$ cat config.mk
export PLATFORM = sky130hd
export DESIGN_NAME = stage_elastic
export DESIGN_NICKNAME = d
export VERILOG_FILES = /design/src/rtl/stage_elastic.sv
export SDC_FILE = /design/constraint.sdc
export NUM_CORES = 1
export LEC_CHECK = 0
export BUFFER_PORTS_ARGS = -buffer_cell sky130_fd_sc_hd__buf_2
export CAP_MARGIN = 20
export CELL_PAD_IN_SITES_DETAIL_PLACEMENT = 1
export CELL_PAD_IN_SITES_GLOBAL_PLACEMENT = 1
export CORE_MARGIN = 2
export CORE_UTILIZATION = 30
export DETAILED_ROUTE_END_ITERATION = 7
export PLACE_DENSITY = 0.76
export SYNTH_ARGS = -nofsm -noshare
export SYNTH_HDL_FRONTEND = slang
export SYNTH_SLANG_ARGS = --single-unit
$ cat constraint.sdc
create_clock -name clk -period 2.3 [get_ports clk]
set_clock_uncertainty 0.1 [all_clocks]
set_input_delay 0.115 -clock clk [delete_from_list [all_inputs] [get_ports clk]]
set_output_delay 0.115 -clock clk [all_outputs]
set_load 0.01 [all_outputs]
$ cat src/rtl/stage_elastic.sv
// stage_elastic: elastic pipeline stage between the parity/tag-check front end
// and the RX/TX mux. Carries opcode, soft-error flag, DPP (data plus parity,
// parity in bit 0) and NDT (network data plus tag, tag in the low bits).
// A 2-entry skid buffer lets downstream stall without losing data, and the
// accepted-ready path never depends combinationally on out_ready.
//
// Ports:
//   clk, reset (async active-low)
//   in_valid / in_ready          upstream handshake (in_ready registered)
//   opcode_in, soft_error_in, dpp_in, ndt_in   upstream payload
//   out_valid / out_ready        downstream handshake
//   opcode_out, soft_error_out, dpp_out, ndt_out  head-entry payload
//   tx_data, rx_data, rx_tag     combinational slices of the head payload
//   flush                        synchronous discard of all entries
//   err_clear, err_count         saturating soft-error counter
//   occupancy                    number of valid entries (0..2)
module stage_elastic #(
    parameter int unsigned DATA_SIZE = 32,
    parameter int unsigned TAG_SIZE  = 8,
    parameter int unsigned OPCODE_W  = 2,
    parameter int unsigned ERR_CNT_W = 8
) (
    input  logic                          clk,
    input  logic                          reset,
    input  logic                          in_valid,
    output logic                          in_ready,
    input  logic [OPCODE_W-1:0]           opcode_in,
    input  logic                          soft_error_in,
    input  logic [DATA_SIZE:0]            dpp_in,
    input  logic [DATA_SIZE+TAG_SIZE-1:0] ndt_in,
    output logic                          out_valid,
    input  logic                          out_ready,
    output logic [OPCODE_W-1:0]           opcode_out,
    output logic                          soft_error_out,
    output logic [DATA_SIZE:0]            dpp_out,
    output logic [DATA_SIZE+TAG_SIZE-1:0] ndt_out,
    output logic [DATA_SIZE-1:0]          tx_data,
    output logic [DATA_SIZE-1:0]          rx_data,
    output logic [TAG_SIZE-1:0]           rx_tag,
    input  logic                          flush,
    input  logic                          err_clear,
    output logic [ERR_CNT_W-1:0]          err_count,
    output logic [1:0]                    occupancy
);

    localparam int unsigned DPP_W = DATA_SIZE + 1;
    localparam int unsigned NDT_W = DATA_SIZE + TAG_SIZE;

    typedef struct packed {
        logic [OPCODE_W-1:0] opcode;
        logic                soft_error;
        logic [DPP_W-1:0]    dpp;
        logic [NDT_W-1:0]    ndt;
    } entry_t;

    // State value doubles as the occupancy count.
    typedef enum logic [1:0] {
        EMPTY = 2'd0,
        ONE   = 2'd1,
        FULL  = 2'd2
    } state_t;

    state_t                state_q, state_d;
    entry_t                main_q, main_d;
    entry_t                skid_q, skid_d;
    entry_t                in_entry;
    logic                  in_ready_q, in_ready_d;
    logic                  out_valid_q, out_valid_d;
    logic [ERR_CNT_W-1:0]  err_q, err_d;
    logic                  push;
    logic                  pop;

    assign in_entry = '{opcode: opcode_in, soft_error: soft_error_in,
                        dpp: dpp_in, ndt: ndt_in};

    // Next-state, storage steering and error counter.
    always_comb begin
        state_d  = state_q;
        main_d   = main_q;
        skid_d   = skid_q;
        err_d    = err_q;
        push     = in_valid & in_ready_q;
        pop      = out_valid_q & out_ready;

        if (flush) begin
            state_d = EMPTY;
            main_d  = '0;
            skid_d  = '0;
        end else begin
            unique case (state_q)
                EMPTY: begin
                    if (push) begin
                        main_d  = in_entry;
                        state_d = ONE;
                    end
                end
                ONE: begin
                    if (push && pop) begin
                        main_d = in_entry;
                    end else if (push) begin
                        skid_d  = in_entry;
                        state_d = FULL;
                    end else if (pop) begin
                        state_d = EMPTY;
                    end
                end
                FULL: begin
                    // in_ready is low here, so only a pop can move us.
                    if (pop) begin
                        main_d  = skid_q;
                        state_d = ONE;
                    end
                end
                default: begin
                    state_d = EMPTY;
                end
            endcase
        end

        // A transaction presented alongside flush is dropped, so not counted.
        if (err_clear) begin
            err_d = '0;
        end else if (push && soft_error_in && !flush && (err_q != '1)) begin
            err_d = err_q + ERR_CNT_W'(1);
        end

        in_ready_d  = (state_d != FULL);
        out_valid_d = (state_d != EMPTY);
    end

    // State, storage and handshake registers.
    always_ff @(posedge clk or negedge reset) begin
        if (!reset) begin
            state_q     <= EMPTY;
            main_q      <= '0;
            skid_q      <= '0;
            err_q       <= '0;
            in_ready_q  <= 1'b1;
            out_valid_q <= 1'b0;
        end else begin
            state_q     <= state_d;
            main_q      <= main_d;
            skid_q      <= skid_d;
            err_q       <= err_d;
            in_ready_q  <= in_ready_d;
            out_valid_q <= out_valid_d;
        end
    end

    assign in_ready       = in_ready_q;
    assign out_valid      = out_valid_q;
    assign occupancy      = state_q;
    assign err_count      = err_q;
    assign opcode_out     = main_q.opcode;
    assign soft_error_out = main_q.soft_error;
    assign dpp_out        = main_q.dpp;
    assign ndt_out        = main_q.ndt;
    assign tx_data        = main_q.dpp[DATA_SIZE:1];
    assign rx_data        = main_q.ndt[NDT_W-1:TAG_SIZE];
    assign rx_tag         = main_q.ndt[TAG_SIZE-1:0];

endmodule
# Yosys cells after proc, flatten, opt, wreduce, memory -nomap -nowiden
# Index checks and enable logic that the tools add are counted.
dict set report classes {
  addsub 1
  eq_ne 8
  muxes 17
  n_bitwise 2
  reduce_logical 13
}
# cell n
set op_table {}
lappend op_table {{76-bit 2-to-1 mux} 7}
lappend op_table {{76-bit one-hot mux with 3 select lines} 1}
lappend op_table {{8-bit 2-to-1 mux} 2}
lappend op_table {{2-bit 2-to-1 mux} 6}
lappend op_table {{3-bit != test (second input constant)} 3}
lappend op_table {{8-bit by 1-bit adder with 8-bit output (second input constant)} 1}
lappend op_table {{8-bit != test (second input constant)} 1}
lappend op_table {{2-bit nonzero test} 4}
lappend op_table {{2-bit one-hot mux with 3 select lines} 1}
lappend op_table {{1-bit logical AND} 4}
lappend op_table {{2-bit != test (second input constant)} 2}
lappend op_table {{4-bit AND reduction} 1}
lappend op_table {{4-bit nonzero test} 1}
lappend op_table {{3-bit AND reduction} 1}
lappend op_table {{1-bit AND} 2}
lappend op_table {{2-bit by 1-bit equality test with 1-bit output (second input constant)} 1}
lappend op_table {{2-bit equality test (second input constant)} 1}
lappend op_table {{2-bit logical NOT} 1}
lappend op_table {{1-bit logical NOT} 1}
dict set report word_totals {
  ff_bits 164
  inputBits 82
  output_inout_bits 160
}

# Logic depth before layout (Yosys ltp)
dict set report logic_depth {
  word_depth 7
  mapped_depth 9
}

# Least setup slack after synthesis
# No wires, ideal clock.
dict set report synth_path {
  path_type {reg2reg}
  startpoint {reg state_q[0], in the netlist occupancy[0]}
  endpoint {reg main_q (netlist bit dpp_out[13])}
  setup_ns 0.150
  arrival_ns 1.671
  t_required_ns 2.050
  slack_ns 0.379
  path_stages_with_launch 10
  path_buffers 4
  period_less_slack_ns 1.921
  path_cell_list {dfrtp_1 > inv_1 > ha_1 > buf_2 > a22oi_2 > and2_1 > buf_2 > buf_6 > buf_6 > a211oi_2}
}
dict set report synth_between {
  elab_chain_cells 3
  elab_cells_between_ends 10
  cone_classes {5 x eq/ne; 2 x mux; 3 x reduce/logical}
}
# element line
set synth_rtl {}
lappend synth_rtl {{start: declaration} 63} ;# state_t state_q, state_d;
lappend synth_rtl {{start signal: assignment} 141} ;# state_q <= state_d;
lappend synth_rtl {{2-bit by 1-bit equality test with 1-bit output (tied with other cells)} 90} ;# unique case (state_q)
lappend synth_rtl {{3-bit != test (no line) (tied with other cells)} --}
lappend synth_rtl {{4-bit AND reduction (no line) or 76-bit 2-to-1 mux (tied branches)} --}
lappend synth_rtl {{end signal: assignment} 142} ;# main_q <= main_d;
lappend synth_rtl {{end: declaration} 64} ;# entry_t main_q, main_d;
# Several ways; a longest one is shown, not always the timed one.
# A chain may end at the register's enable or synchronous reset.

# Final worst setup path
dict set report layout_path {
  startpoint {reg state_q[1], in the netlist occupancy[1]}
  endpoint {reg main_q (netlist bit ndt_out[15])}
}
# The elaborated chain is that of the path after synthesis.

==> results.md <==
- R2R Path Start: occupancy[1]
- Fin. Hold Viols: 0
- Clock buffer depth: 2
- First drt pass iteration count: 4
- Cell count after synthesis: 826
- Worst-Skew Late Latency: 0.42 ns
- Number of buffers created by CTS: 17
- Fmax: around 490 MHz
- Root Buffer: clkbuf_16
- Slew Viols, Final: 0
- Num ports: 242
- Post-route cell area: between 10,000 and 15,000 µm²
- Synth top area cells: dfrtp_1 49%, a21oi_1 9.3%, mux2i_1 9.3%
- Die Span Y: roughly 170 µm
- Iteration-0 DRC Markers: 381
- Post-Route Setup TNS: 0 ns
- CP Launch Type: register
- DP Worst Slack: 0.1783 ns
- Clock sink count: 164
- Rows: 60
- Routed Antenna Nets: 0
- R2R setup slack: 0.26 ns
- Relative slew slack: 0.6079
- Power Density: 885.9 nW/µm²
- Synth cell count leaders: 163 x dfrtp_1, 156 x nand2_1, 155 x a21oi_1, 80 x buf_4, 77 x mux2i_1
- Via count: 6,951
- Yosys Warn Count: 0
- RD Place Congestion: 0.7238
- Final period demand of the worst path: 2.037 ns
- Clk slew on worst S/H paths: 0.07 ns
- Routed len/inst: 17.78 µm
- Post-Syn Area: 8305 µm²
- EDFF count, synth: 0
- Synth area leader: dfrtp_1
- Distinct cells, synth: 33
- Total gr overflow: 0
- Avg Cell Area, Syn: 10.06 µm²
- Final setup fails: 0
- RSZ-0062 raised after global routing: no
- Die Area: roughly 29,000 µm²
- Area post-placement: 9353 µm²
- Critical path class: register to register
- Crit share post-route: 0.8857
- Sequential area share after synthesis: 0.4943
- Crit path required time: between 2 and 3 ns
- Post-synth ARST share: 1.000
- Seq. cell area: 4105 µm²
- Total GRT Usage: 0.1781
- Vias in the first global route: about 7,500
- CP endpoint kind: register
- DP HPWL: 15.50 mm
- # DRC: 0
- Hold Path Class: primary input to register
- Critical Path End: ndt_out[15]
- Top_reg_cell synth: dfrtp_1
- Arrival time at the worst endpoint: 2.25 ns
- Slowest CP cell: dfrtp_1
- Share of the synthesized area in the top cell type: 0.4911
- CP max stage delay: 0.46 ns
- Crit-path cells: inv_1 -> ha_1 -> a22oi_2 -> buf_6 -> a21oi_1 -> a211oi_1
- Worst-Margin Slew: 0.5881 ns
- CP Launch Point: occupancy[1]
- Final worst slack: between 0.2 and 0.3 ns
- Dominant cell by count in the synthesized netlist: dfrtp_1
- First-pass GRT wire length: 40.54 mm
- IO buf count: 241
- Nets: roughly 1,100
- H-tree levels: 4
- Area of the multi-input gates: 3309 µm²
- Core region area: between 20,000 and 30,000 µm²
- CTS tree: yes
- Peak VDD IR: 353.4 µV
- Max FO, Critical Path: 36
- Status: finished, final reports clean
- Die Span X: 170.4 µm
- DRT Wirelength: 25.37 mm
- Ratio of cells with drive above 1 in the final layout: 0.3188
- Max cap viols: 0
- Fill cells: 3,091
- Lkg Pwr: 4.770 nW
- Syn Nets: 913
- Avg Vias per Cell: roughly 5
- Seq cells post-synth: 164
- Initial antenna violation count: 1
- R2R Path End: ndt_out[15]
- FF-to-FF path depth: 6
- Final hold slack: 0.04621 ns
- Area grow syn2layout: 28.41%
- Initial Util: 0.3065
- Pin count of the biggest net entering global routing: 99
==> layer usage <==
layer / GRT usage / up-vias / part of all wire
li1: - / 3231 / -
met1: 0.2233 / 3506 / 0.43
met2: 0.3118 / 188 / 0.51
met3: 0.03581 / 26 / 0.045
met4: 0.04794 / 0 / 0.018
met5: 0 / - / 0
==> timing repair <==
action	4_1_cts	5_1_grt
buffers inserted	0	0
endpoints found under the setup margin	0	6
hold buffers	78	0
endpoints found under the hold margin	203	0
gates resized for setup	0	1
==> metrics by stage <==
stage | util | cells | power (mW)
5_1_grt | 0.3935 | 1427 | 10.02
3_5_place_dp | 0.3451 | 1316 | 6.778
3_3_place_gp | 0.3451 | 1316 | 6.683
4_1_cts | 0.3933 | 1426 | 9.550
6_report | 0.3935 | 1427 | 9.448
2_1_floorplan | - | 826 | 5.892
==> cell families (layout without fill, tap and decap cells) <==
| logic type | Yosys count | in the layout | share of synthesized area |
|---|---|---|---|
| other cells | 0 | 1 | 0 |
| flops | 164 | 164 | 0.4943 |
| buf+inv | 145 | 373 | 0.1116 |
| simple gates | 187 | 187 | 0.09144 |
| fa+ha+maj | 5 | 5 | 0.007532 |
| compound gates | 243 | 243 | 0.1970 |
| xor+xnor | 5 | 5 | 0.005274 |
| mux | 77 | 77 | 0.09280 |
==> layout by cell type, fill, tap and decap left out, drive strengths merged, types with 2 or more instances in the layout <==
cell,n
inv,3
and2,4
or3,2
dlygate4sd3,78
a211oi,77
and3,2
a21oi,156
nand3,6
nand4,3
nand2,157
clkbuf,24
nor3,2
dfrtp,163
o211ai,2
xnor2,2
clkinv,7
xor2,3
buf,260
mux2i,77
nor2,8
ha,5
o21ai,4
==> layout make-up <==
class,instances,share of cell area
tap,372,0.04364
multi-input combinational,517,0.3103
sequential,164,0.3849
clock buffer,24,0.04423
clock inverter,8,0.005045
inverter,3,0.001056
timing repair buffer,338,0.2106
antenna,1,0.0002346
==> worst min-delay path by stage <==
stage | start | endpoint | cells past startpoint
5_1_grt | flush | skid_q[36] | 2
2_1_floorplan | reset | dpp_out[0] | 0
4_1_cts | flush | skid_q[35] | 2
6_report | flush | skid_q[36] | 2
3_5_place_dp | reset | dpp_out[26] | 1
3_3_place_gp | reset | dpp_out[26] | 1
==> critical path, delay by kind of cell, from the launching register on <==
family	cells	cell delay, ns
compound gates	3	0.65
fa+ha+maj	1	0.24
buf+inv	2	0.48
flops	1	0.46
==> registers in the layout, summed over array words and instances (netlist names) <==
register        count
skid_q             76
err_count           8
dpp_out            33
out_valid           1
soft_error_out      1
occupancy           2
opcode_out          2
ndt_out            40
in_ready            1
==> power by group <==
part	switching, mW	total, mW	internal, mW
logic	1.90	3.17	1.27
registers	0.352	3.66	3.31
clock network	1.18	2.62	1.44
total	3.43	9.45	6.02
Note: power is estimated with default switching activity, not from simulation.
